### src/rtl/alu_ctrl_seq.sv
// Registered ALU control unit: decodes ALUOp/Function/Opcode into an ALU operation code
// and tracks HI/LO occupancy of in-flight MULT/DIV operations with a countdown counter.
module alu_ctrl_seq #(
  parameter int FUNC_SIZE   = 6,
  parameter int OP_SIZE     = 6,
  parameter int MULT_CYCLES = 4,
  parameter int DIV_CYCLES  = 32,
  parameter logic [FUNC_SIZE-1:0] F_ADD  = 'h20,
  parameter logic [FUNC_SIZE-1:0] F_SUB  = 'h22,
  parameter logic [FUNC_SIZE-1:0] F_AND  = 'h24,
  parameter logic [FUNC_SIZE-1:0] F_OR   = 'h25,
  parameter logic [FUNC_SIZE-1:0] F_NOR  = 'h27,
  parameter logic [FUNC_SIZE-1:0] F_SLT  = 'h2A,
  parameter logic [FUNC_SIZE-1:0] F_SLL  = 'h00,
  parameter logic [FUNC_SIZE-1:0] F_SRL  = 'h02,
  parameter logic [FUNC_SIZE-1:0] F_MULT = 'h18,
  parameter logic [FUNC_SIZE-1:0] F_DIV  = 'h1A,
  parameter logic [FUNC_SIZE-1:0] F_MFHI = 'h10,
  parameter logic [FUNC_SIZE-1:0] F_MFLO = 'h12,
  parameter logic [OP_SIZE-1:0] OP_BGEZ = 'h01,
  parameter logic [OP_SIZE-1:0] OP_BEQ  = 'h04,
  parameter logic [OP_SIZE-1:0] OP_ADDI = 'h08,
  parameter logic [OP_SIZE-1:0] OP_SLTI = 'h0A,
  parameter logic [OP_SIZE-1:0] OP_ANDI = 'h0C,
  parameter logic [OP_SIZE-1:0] OP_ORI  = 'h0D,
  parameter logic [OP_SIZE-1:0] OP_LUI  = 'h0F,
  parameter logic [OP_SIZE-1:0] ALU_AND  = 'h00,
  parameter logic [OP_SIZE-1:0] ALU_OR   = 'h01,
  parameter logic [OP_SIZE-1:0] ALU_ADD  = 'h02,
  parameter logic [OP_SIZE-1:0] ALU_SLL  = 'h03,
  parameter logic [OP_SIZE-1:0] ALU_SRL  = 'h04,
  parameter logic [OP_SIZE-1:0] ALU_MULT = 'h05,
  parameter logic [OP_SIZE-1:0] ALU_SUB  = 'h06,
  parameter logic [OP_SIZE-1:0] ALU_SLT  = 'h07,
  parameter logic [OP_SIZE-1:0] ALU_DIV  = 'h08,
  parameter logic [OP_SIZE-1:0] ALU_MFHI = 'h09,
  parameter logic [OP_SIZE-1:0] ALU_MFLO = 'h0A,
  parameter logic [OP_SIZE-1:0] ALU_LUI  = 'h0B,
  parameter logic [OP_SIZE-1:0] ALU_NOR  = 'h0C,
  parameter logic [OP_SIZE-1:0] ALU_BEQ  = 'h0D,
  parameter logic [OP_SIZE-1:0] ALU_BGEZ = 'h0E
) (
  input  logic                 clk,
  input  logic                 rst_n,
  input  logic                 in_valid,
  input  logic [1:0]           ALUOp,
  input  logic [FUNC_SIZE-1:0] Function,
  input  logic [OP_SIZE-1:0]   Opcode,
  output logic                 stall,
  output logic [OP_SIZE-1:0]   Operation,
  output logic                 out_valid,
  output logic                 illegal,
  output logic                 hilo_busy,
  output logic                 md_done
);

  localparam int MAX_CYCLES = (MULT_CYCLES > DIV_CYCLES) ? MULT_CYCLES : DIV_CYCLES;
  localparam int CW = $clog2(MAX_CYCLES) + 1;
  localparam logic [CW-1:0] MULT_LOAD = CW'(MULT_CYCLES - 1);
  localparam logic [CW-1:0] DIV_LOAD  = CW'(DIV_CYCLES - 1);

  logic [OP_SIZE-1:0] dec_op;
  logic               legal;
  logic               is_rtype;
  logic               is_hilo;
  logic               is_mult;
  logic               is_div;
  logic               accept;
  logic [CW-1:0]      count;

  always_comb begin
    dec_op = '0;
    legal  = 1'b0;
    case (ALUOp)
      2'b00: begin dec_op = ALU_ADD; legal = 1'b1; end
      2'b01: begin
        if (Opcode == OP_BEQ)       begin dec_op = ALU_BEQ;  legal = 1'b1; end
        else if (Opcode == OP_BGEZ) begin dec_op = ALU_BGEZ; legal = 1'b1; end
      end
      2'b10: begin
        legal = 1'b1;
        case (Function)
          F_ADD:   dec_op = ALU_ADD;
          F_SUB:   dec_op = ALU_SUB;
          F_AND:   dec_op = ALU_AND;
          F_OR:    dec_op = ALU_OR;
          F_NOR:   dec_op = ALU_NOR;
          F_SLT:   dec_op = ALU_SLT;
          F_SLL:   dec_op = ALU_SLL;
          F_SRL:   dec_op = ALU_SRL;
          F_MULT:  dec_op = ALU_MULT;
          F_DIV:   dec_op = ALU_DIV;
          F_MFHI:  dec_op = ALU_MFHI;
          F_MFLO:  dec_op = ALU_MFLO;
          default: legal  = 1'b0;
        endcase
      end
      default: begin
        legal = 1'b1;
        case (Opcode)
          OP_ADDI: dec_op = ALU_ADD;
          OP_ORI:  dec_op = ALU_OR;
          OP_ANDI: dec_op = ALU_AND;
          OP_SLTI: dec_op = ALU_SLT;
          OP_LUI:  dec_op = ALU_LUI;
          default: legal  = 1'b0;
        endcase
      end
    endcase
  end

  // Handshake: a presented instruction (in_valid) is accepted unless it touches HI/LO
  // while a MULT/DIV is in flight; a stalled producer holds its fields stable.
  assign is_rtype = (ALUOp == 2'b10);
  assign is_mult  = is_rtype && (Function == F_MULT);
  assign is_div   = is_rtype && (Function == F_DIV);
  assign is_hilo  = is_mult || is_div ||
                    (is_rtype && ((Function == F_MFHI) || (Function == F_MFLO)));
  assign stall    = in_valid && hilo_busy && is_hilo;
  assign accept   = in_valid && !stall;

  always_ff @(posedge clk or negedge rst_n) begin
    if (!rst_n) begin
      Operation <= '0;
      out_valid <= 1'b0;
      illegal   <= 1'b0;
      hilo_busy <= 1'b0;
      md_done   <= 1'b0;
      count     <= '0;
    end else begin
      out_valid <= accept;
      illegal   <= accept && !legal;
      md_done   <= 1'b0;
      if (accept && legal) Operation <= dec_op;
      // MULT/DIV can only be accepted while idle, so arming never collides with countdown.
      if (accept && (is_mult || is_div)) begin
        count     <= is_mult ? MULT_LOAD : DIV_LOAD;
        hilo_busy <= 1'b1;
      end else if (hilo_busy) begin
        if (count != '0) begin
          count <= count - 1'b1;
        end else begin
          hilo_busy <= 1'b0;
          md_done   <= 1'b1;
        end
      end
    end
  end

endmodule

### config.mk
export PLATFORM = sky130hd
export DESIGN_NAME = alu_ctrl_seq
export DESIGN_NICKNAME = d
export VERILOG_FILES = /design/src/rtl/alu_ctrl_seq.sv
export SDC_FILE = /design/constraint.sdc
export NUM_CORES = 1
export LEC_CHECK = 0
export BUFFER_PORTS_ARGS = -buffer_cell sky130_fd_sc_hd__buf_4
export CAP_MARGIN = 25
export CORE_MARGIN = 4
export CORE_UTILIZATION = 55
export DETAILED_ROUTE_END_ITERATION = 10
export PLACE_DENSITY_LB_ADDON = 0.2
export SLEW_MARGIN = 5
export SYNTH_ARGS = -nofsm -noshare
export SYNTH_HDL_FRONTEND = slang
export SYNTH_SLANG_ARGS = --single-unit
### constraint.sdc
create_clock -name clk -period 4.2 [get_ports clk]
set_input_delay 0.21 -clock clk [delete_from_list [all_inputs] [get_ports clk]]
set_output_delay 0.21 -clock clk [all_outputs]
set_load 0.005 [all_outputs]
Word level (Yosys, flattened, before mapping)
Cells that the tools add are included.
{ "op_classes": {"add_sub_neg": 1, "n_mul": 0, "n_div": 0, "order_cmp": 0, "n_eq_ne": 20, "shift": 0, "muxes": 20, "bitwise_logic": 0, "reduce_logical": 22} }
{ "op_table": {"columns": ["operator", "n"], "rows": [
  ["$pmux W4 S11", 1],
  ["$eq A6 B6 Y1 const B", 6],
  ["$eq A6 B4 Y1 const B", 5],
  ["$eq A6 B5 Y1 const B", 4],
  ["$mux W6", 3],
  ["$pmux W4 S4", 1],
  ["$pmux W4 S3", 1],
  ["$reduce_or A12 Y1", 1],
  ["$mux W1", 10],
  ["$logic_and A1 B1 Y1", 9],
  ["$mux W4", 2],
  ["$eq A6 B1 Y1 const B", 1],
  ["$eq A6 B2 Y1 const B", 1],
  ["$eq A6 B3 Y1 const B", 1],
  ["$logic_not A6 Y1", 1],
  ["$reduce_bool A6 Y1", 1],
  ["$sub A6 B1 Y6 const B", 1],
  ["$mux W5", 1],
  ["$reduce_or A5 Y1", 1],
  ["$reduce_bool A2 Y1", 2],
  ["$logic_or A1 B1 Y1", 3],
  ["$pmux W1 S3", 1],
  ["$eq A2 B1 Y1 const B", 1],
  ["$eq A2 B2 Y1 const B", 1],
  ["other kinds (3)", 4]
]} }
{ "totals": {"regBits": 16, "latchBits": 0, "ram_bits": 0, "mem_bits_ro": 0, "in_bits": 17, "output_inout_bits": 11, "word_cells": 69, "n_memories": 0} }

Longest topological paths before layout
Gate-level depths: netlist (run 1).
{ "logic_depth": {"ltp_word": 10, "depth_mapped": 7, "ltp_nobuf": 7} }

Worst setup path before layout (run 1)
No wires, ideal clock.
{ "synth_timing": {"kind": "in2reg", "start": "in Opcode[5]", "end": "reg Operation[0]", "setup_ns": 0.125, "arrival_ns": 1.622, "required_ns": 4.075, "setup_slack_ns": 2.453, "path_stages": 5, "n_path_buf": 0, "cell_sequence": "or3b_2 -> nor2_1 -> o32ai_2 -> nor3b_4 -> mux2_4"} }
{ "synth_between": {"elab_chain_len": 5, "elab_cells_between_ends": 16, "cone_classes": "eq/ne (7); mux (7); reduce/logical (2)"} }
{ "synth_lines": {"columns": ["item", "line", "source"], "rows": [
  ["start: declaration", "48", "input logic [OP_SIZE-1:0] Opcode,"],
  ["$eq A6 B4 Y1 / $eq A6 B1 Y1 (equally long branches)", "100, 78", null],
  ["$reduce_or A5 Y1 (no source line) / $mux W1 (equally long branches)", null, null],
  ["$mux W1, on equally long branches", "100, 77", null],
  ["$pmux W1 S3", "74", "case (ALUOp)"],
  ["$logic_and A1 B1 Y1", "134", "if (accept && legal) Operation <= dec_op;"],
  ["end signal: assignment", "134", null],
  ["end: declaration", "50", "output logic [OP_SIZE-1:0] Operation,"]
]} }
Several ways; a longest one is shown, not always the timed one.
A chain may end at the register's enable or synchronous reset.

Worst setup path after layout (run 1)
{ "layout_timing": {"start": "reg count[0]", "end": "reg count[5]"} }
{ "layout_between": {"elab_chain_len": 4, "elab_cells_between_ends": 7, "cone_classes": "add/sub (1); mux (3); reduce/logical (3)"} }
{ "layout_lines": {"columns": ["item", "line", "source"], "rows": [
  ["start: declaration", "69", "logic [CW-1:0] count;"],
  ["start signal: assignment", "137", "count <= is_mult ? MULT_LOAD : DIV_LOAD;"],
  ["start signal: assignment", "141", "count <= count - 1'b1;"],
  ["$sub A6 B1 Y6", "141", null],
  ["$mux W6", "140", "if (count != '0) begin"],
  ["$mux W6", "139", "end else if (hilo_busy) begin"],
  ["$mux W6", "136", "if (accept && (is_mult || is_div)) begin"]
]} }
Several ways; a longest one is shown, not always the timed one. The select of a mux whose other input is x is not followed.

==> results of run 1 <==
## registers in the layout, indices dropped and copies added, names as in the netlist
name,flops
Operation,4
count,6
hilo_busy,1
illegal,1
md_done,1
out_valid,1
## per-stage QoR
step	util (%)	power, uW	cells
2_1_floorplan	-	342	116
3_3_place_gp	70.9	398	163
3_5_place_dp	70.9	407	163
4_1_cts	73.5	502	168
5_1_grt	73.5	542	168
6_report	73.5	499	168
## worst register-to-register path, cell delays in order (launching register included)
cell      delay, ns
dfrtp_1        0.37
inv_1          0.10
ha_1           0.16
nand2b_1       0.08
o41ai_2        0.56
nor4_1         0.13
xor2_1         0.16
and2_1         0.16
## report_power, final
group	total [uW]	internal [uW]	switching, uW
Clock	92.2	52.6	39.5
Combinational	188	99.9	87.8
Sequential	219	176	42.8
Total	499	328	170
## synth_stat cells (all sizes together), types with 2 or more instances
library cell | n | area [um2]
nor2b | 2 | 12.5
ha | 2 | 25.0
mux2 | 5 | 71.3
nand2b | 6 | 37.5
nor3 | 7 | 40.0
dfrtp | 14 | 350
nand2 | 4 | 15.0
nand4b | 2 | 17.5
o21ai | 5 | 28.8
and2 | 2 | 12.5
a21oi | 10 | 50.1
o211ai | 3 | 22.5
inv | 7 | 26.3
or4 | 2 | 18.8
nor4 | 5 | 31.3
or3 | 3 | 18.8
xnor2 | 3 | 26.3
buf | 2 | 15.0
nor2 | 10 | 37.5
## logic make-up (layout without fill, tap and decap cells)
kind of cell / after synthesis / in the layout / synth area share [%]
other: 1 / 2 / 0.358
buffers and inverters: 10 / 37 / 4.30
muxes: 5 / 5 / 6.81
AOI/OAI and AO/OA: 26 / 26 / 17.7
adders and majority gates: 2 / 2 / 2.39
xor gates and xnor gates: 4 / 4 / 3.35
and+or+nand+nor: 53 / 53 / 31.7
DFF: 14 / 14 / 33.5
## area by class of cell
type,count,area share (%)
clock buffer,4,2.80
inverter,7,2.03
multi-input combinational,92,50.5
sequential,14,27.0
tap,25,2.41
timing repair buffer,26,15.2
## per-layer routing
| layer | wire length, um | vias to the layer above |
|---|---|---|
| met5 | 0 | - |
| met2 | 1100 | 33 |
| met4 | 17 | 0 |
| li1 | - | 480 |
| met3 | 121 | 4 |
| met1 | 985 | 459 |
## final timing paths
check                             start           end  slack [ns]  cells after the start
min in group asynchronous         rst_n      count[4]        0.33                      2
hold / removal                 in_valid     out_valid        0.27                      2
hold reg to reg            Operation[2]  Operation[2]        0.52                      1
setup / recovery               count[0]      count[5]        2.35                      7
setup reg to reg               count[0]      count[5]        2.35                      7
max in group asynchronous         rst_n       illegal        3.71                      2
==> impl_metrics.env, run 1 <==
export IMPL_status="finished, final reports clean"
export IMPL_syn_area_mm2=0.00105
export IMPL_grtUsageMet3_pct=4.58
export IMPL_grt_usage_pct=18.3
export IMPL_most_common_layout_cells="25 x buf_4, 14 x dfrtp_1, 10 x a21oi_1, 10 x nor2_1, 7 x inv_1"
export IMPL_final_common_cell="buf_4"
export IMPL_clock_latency_ns=0.27
export IMPL_clock_sinks=14
export IMPL_holdBufCountCts=1
export IMPL_hpwl_um=1800
export IMPL_critical_path_cell_chain="inv_1, ha_1, nand2b_1, o41ai_2, nor4_1, xor2_1, and2_1"
export IMPL_final_net_count=163
export IMPL_ant_nets=0
export IMPL_htreeDepth=1
export IMPL_min_period_ns=1.85
export IMPL_synthDistinctLibCells=44
export IMPL_clock_tree_buffer_depth=2
export IMPL_fin_setup_tns_ns=0
export IMPL_hold_worst_slack_ns=0.267
export IMPL_cpMaxStageDelayCell="o41ai_2"
export IMPL_synthToLayoutAreaGrowth_pct=23.9
export IMPL_drc_errors=0
export IMPL_ctsResizeCount=0
export IMPL_syn_area_per_cell_um2=9.11
export IMPL_leakage_uw=0.000559
export IMPL_tritoncts="done"
export IMPL_routed_wl_um=2220
export IMPL_setup_slack_ns=2.35
export IMPL_start_util_pct=59.4
export IMPL_cp_arrival_ns=2.01
export IMPL_die_x_um=51.6
export IMPL_synthArstFlopShare_pct=100
export IMPL_rsz0062_at_grt="no"
export IMPL_setup_viol=0
export IMPL_seqCellArea_um2=350
export IMPL_drive_gt1_share_pct=29.4
export IMPL_clk_pin_slew_ns=0.08
export IMPL_firstDrtPassIters=4
export IMPL_grt_max_degree=15
export IMPL_synth_seq_cells=14
export IMPL_fin_area_mm2=0.00130
export IMPL_cap_violations=0
export IMPL_worst_path_buf_inv=1
export IMPL_dieHeight_um=51.6
export IMPL_synth_edff_count=0
export IMPL_required_ns=4.36
export IMPL_grt_pass1_wl_um=3740
export IMPL_place_congestion=0.811
export IMPL_core_area_mm2=0.00176
export IMPL_wl_per_cell_um=13.2
export IMPL_gr_max_usage_layer="met2"
export IMPL_diodes=0
export IMPL_placed_cell_area_mm2=0.00125
export IMPL_ir_drop_mv=0.446
export IMPL_yosysSeqAreaShare_pct=33.5
export IMPL_hold_violations=0
export IMPL_end_kind="flip-flop"
export IMPL_grt_use_met1_pct=21.9
export IMPL_pin_count=28
export IMPL_max_slew_margin_pct=54.0
export IMPL_syn_inst=115
export IMPL_port_buffers=25
export IMPL_fp_dieArea_mm2=0.00267
export IMPL_yosysWarnings=0
export IMPL_root_buffer="clkbuf_4"
export IMPL_hold_class="in -> reg"
export IMPL_p_per_area_mw_per_mm2=384
export IMPL_fillers=153
export IMPL_pre_cts_slack_ns=2.24
export IMPL_vias=976
export IMPL_min_period_over_period_pct=44.1
export IMPL_overflow=0
export IMPL_grt_antenna_before_repair=0
export IMPL_synth_main_ff_cell="dfrtp_1"
export IMPL_worstMarginPinSlew_ns=0.683
export IMPL_cts_buffers=3
export IMPL_path_class="reg -> reg"
export IMPL_max_freq_ghz=0.540
export IMPL_critPathTopFamily="compound AO/OA/AOI/OAI gates"
export IMPL_viasPerCell=5.81
export IMPL_start_kind="flip-flop"
export IMPL_finClkSkew_ns=0.00447
export IMPL_cp_max_fo=8
export IMPL_drt_initial_drc_count=16
export IMPL_postCtsSetupRepairBufs=0
export IMPL_placement_rows=15
export IMPL_slew_viol_final=0
export IMPL_grt_util_met2_pct=32.8
export IMPL_first_global_vias=915
export IMPL_critPathMaxStageDelay_ns=0.56
export IMPL_multi_input_area_um2=656
Note: power is estimated with default switching activity, not from simulation.
==> run 2: changes to the inputs <==
--- a/config.mk
+++ b/config.mk
@@ -8,7 +8,7 @@
 export BUFFER_PORTS_ARGS = -buffer_cell sky130_fd_sc_hd__buf_4
 export CAP_MARGIN = 25
 export CORE_MARGIN = 4
-export CORE_UTILIZATION = 55
+export CORE_UTILIZATION = 51
 export DETAILED_ROUTE_END_ITERATION = 10
 export PLACE_DENSITY_LB_ADDON = 0.2
 export SLEW_MARGIN = 5
==> constraint.sdc (replaced) <==
create_clock -name clk -period 1.8 [get_ports clk]
set_input_delay 0.09 -clock clk [delete_from_list [all_inputs] [get_ports clk]]
set_output_delay 0.09 -clock clk [all_outputs]
set_load 0.005 [all_outputs]
==> impl_metrics.env, run 2 (synthesis results as in run 1) <==
export IMPL_clock_latency_ns=0.28
export IMPL_slew_viol_final=0
export IMPL_htreeDepth=1
export IMPL_clk_pin_slew_ns=0.08
export IMPL_critPathMaxStageDelay_ns=0.38
export IMPL_cp_max_fo=7
export IMPL_stdcell_count=173
export IMPL_hold_worst_slack_ns=0.116
export IMPL_finClkSkew_ns=0.000729
export IMPL_grt_usage_pct=18.5
export IMPL_postCtsSetupRepairBufs=0
export IMPL_drc_errors=0
export IMPL_pin_count=28
export IMPL_first_global_vias=895
export IMPL_path_class="reg -> reg"
export IMPL_ant_nets=0
export IMPL_cts_buffers=3
export IMPL_max_freq_ghz=0.612
export IMPL_overflow=0
export IMPL_hpwl_um=1860
export IMPL_setup_viol=0
export IMPL_regToRegSetupSlack_ns=0.17
export IMPL_wl_per_cell_um=13.5
export IMPL_final_common_cell="buf_4"
export IMPL_placed_cell_area_mm2=0.00128
export IMPL_min_period_ns=1.63
export IMPL_root_buffer="clkbuf_4"
export IMPL_grt_antenna_before_repair=0
export IMPL_grt_pass1_wl_um=3840
export IMPL_cp_arrival_ns=1.83
export IMPL_dieHeight_um=53.3
export IMPL_diodes=0
export IMPL_biggestRegsByFlops="count x6, Operation x4"
export IMPL_internal_power_uw=782
export IMPL_pwr_share_seq_pct=43.0
export IMPL_hold_class="in -> reg"
export IMPL_switching_share_pct=34.9
export IMPL_placement_rows=16
export IMPL_firstDrtPassIters=4
export IMPL_place_congestion=0.831
export IMPL_dp_cells=168
export IMPL_viasPerCell=5.58
export IMPL_hold_violations=0
export IMPL_tritoncts="done"
export IMPL_critical_path_cell_chain="inv_1, ha_1, nand2b_1, o41ai_2, buf_4, nor2_1, xnor2_1, a21oi_1"
export IMPL_fp_dieArea_mm2=0.00284
export IMPL_rsz0062_at_grt="no"
export IMPL_port_buffers=25
export IMPL_grt_max_degree=15
export IMPL_ir_drop_mv=0.795
export IMPL_core_area_mm2=0.00196
export IMPL_most_common_layout_cells="28 x buf_4, 14 x dfrtp_1, 10 x a21oi_1, 10 x nor2_1, 7 x inv_1"
export IMPL_final_util_pct=67.4
export IMPL_die_x_um=53.3
export IMPL_regMostFlops="count"
export IMPL_end_kind="flip-flop"
export IMPL_required_ns=2.00
export IMPL_routed_wl_um=2330
export IMPL_p_comb_share_pct=38.5
export IMPL_min_period_over_period_pct=90.7
export IMPL_start_util_pct=53.4
export IMPL_cpMaxStageDelayCell="dfrtp_1"
export IMPL_status="finished, final reports clean"
export IMPL_p_per_area_mw_per_mm2=909
export IMPL_drt_initial_drc_count=10
export IMPL_drive_gt1_share_pct=30.8
export IMPL_leakage_uw=0.000573
export IMPL_fin_area_mm2=0.00132
export IMPL_clock_tree_buffer_depth=2
export IMPL_cap_violations=0
export IMPL_final_net_count=166
export IMPL_power_switching_uw=420
export IMPL_synthToLayoutAreaGrowth_pct=26.3
export IMPL_start_kind="flip-flop"
export IMPL_fin_setup_tns_ns=0
export IMPL_clkPwrFrac_pct=18.5
export IMPL_largest_reg_flops=6
export IMPL_vias=965
export IMPL_clock_sinks=14
[run 2: cell types whose count changed in the layout (fill, tap and decap cells not counted), sizes merged]
cell	delta
buf	+3
[run 2: power by group through the flow]
| stage | registers [uW] | logic, uW | clock network, uW |
|---|---|---|---|
| after global placement | 512 | 440 | 0 |
| after CTS | 515 | 464 | 233 |
| after detailed placement | 521 | 459 | 0 |
| after floorplan | 494 | 305 | 0 |
| after global routing | 531 | 509 | 240 |
| final | 517 | 463 | 222 |
[run 2: area by class of cell]
cell class	instances	area [um2]
Timing Repair Buffer	29	220
Sequential cell	14	350
Inverter	7	26.3
Clock buffer	4	36.3
Tap cell	27	33.8
Fill cell	180	639
Multi-Input combinational cell	92	656
[run 2: worst max-delay path, delay by kind of cell, from the launching register on]
kind	cells	cell delay [ns]
AOI/OAI and AO/OA	2	0.43
DFF	1	0.38
buffers and inverters	2	0.31
adders and majority gates	1	0.15
and+or+nand+nor	2	0.15
xor gates and xnor gates	1	0.12
[run 2: worst paths after layout]
path / depth (start not counted) / from / end
max in group asynchronous: 2 / rst_n / out_valid
max reg2reg: 8 / count[0] / count[3]
min reg2reg: 1 / Operation[0] / Operation[0]
min in group asynchronous: 2 / rst_n / md_done
min: 2 / in_valid / out_valid
max: 8 / count[0] / count[3]
[run 2: layer usage]
layer	vias up	GRT usage, %	part of all wire [%]
met1	449	25.2	47
li1	484	-	-
met2	30	28.4	46
met3	2	5.92	6.6
met5	-	0	0
met4	0	3.83	0.34
[run 2: repair_timing]
item	CTS	global route
gates resized for setup	0	0
hold buffers	1	0
hold endpoints to repair	14	0
[run 2: per-stage QoR]
step                      worst slack [ns]  total power (uW)
final                                0.167              1200
after global routing                0.0496              1280
after CTS                            0.158              1210
after detailed placement           -0.0197               980
after global placement              0.0321               952
after floorplan                      0.152               799
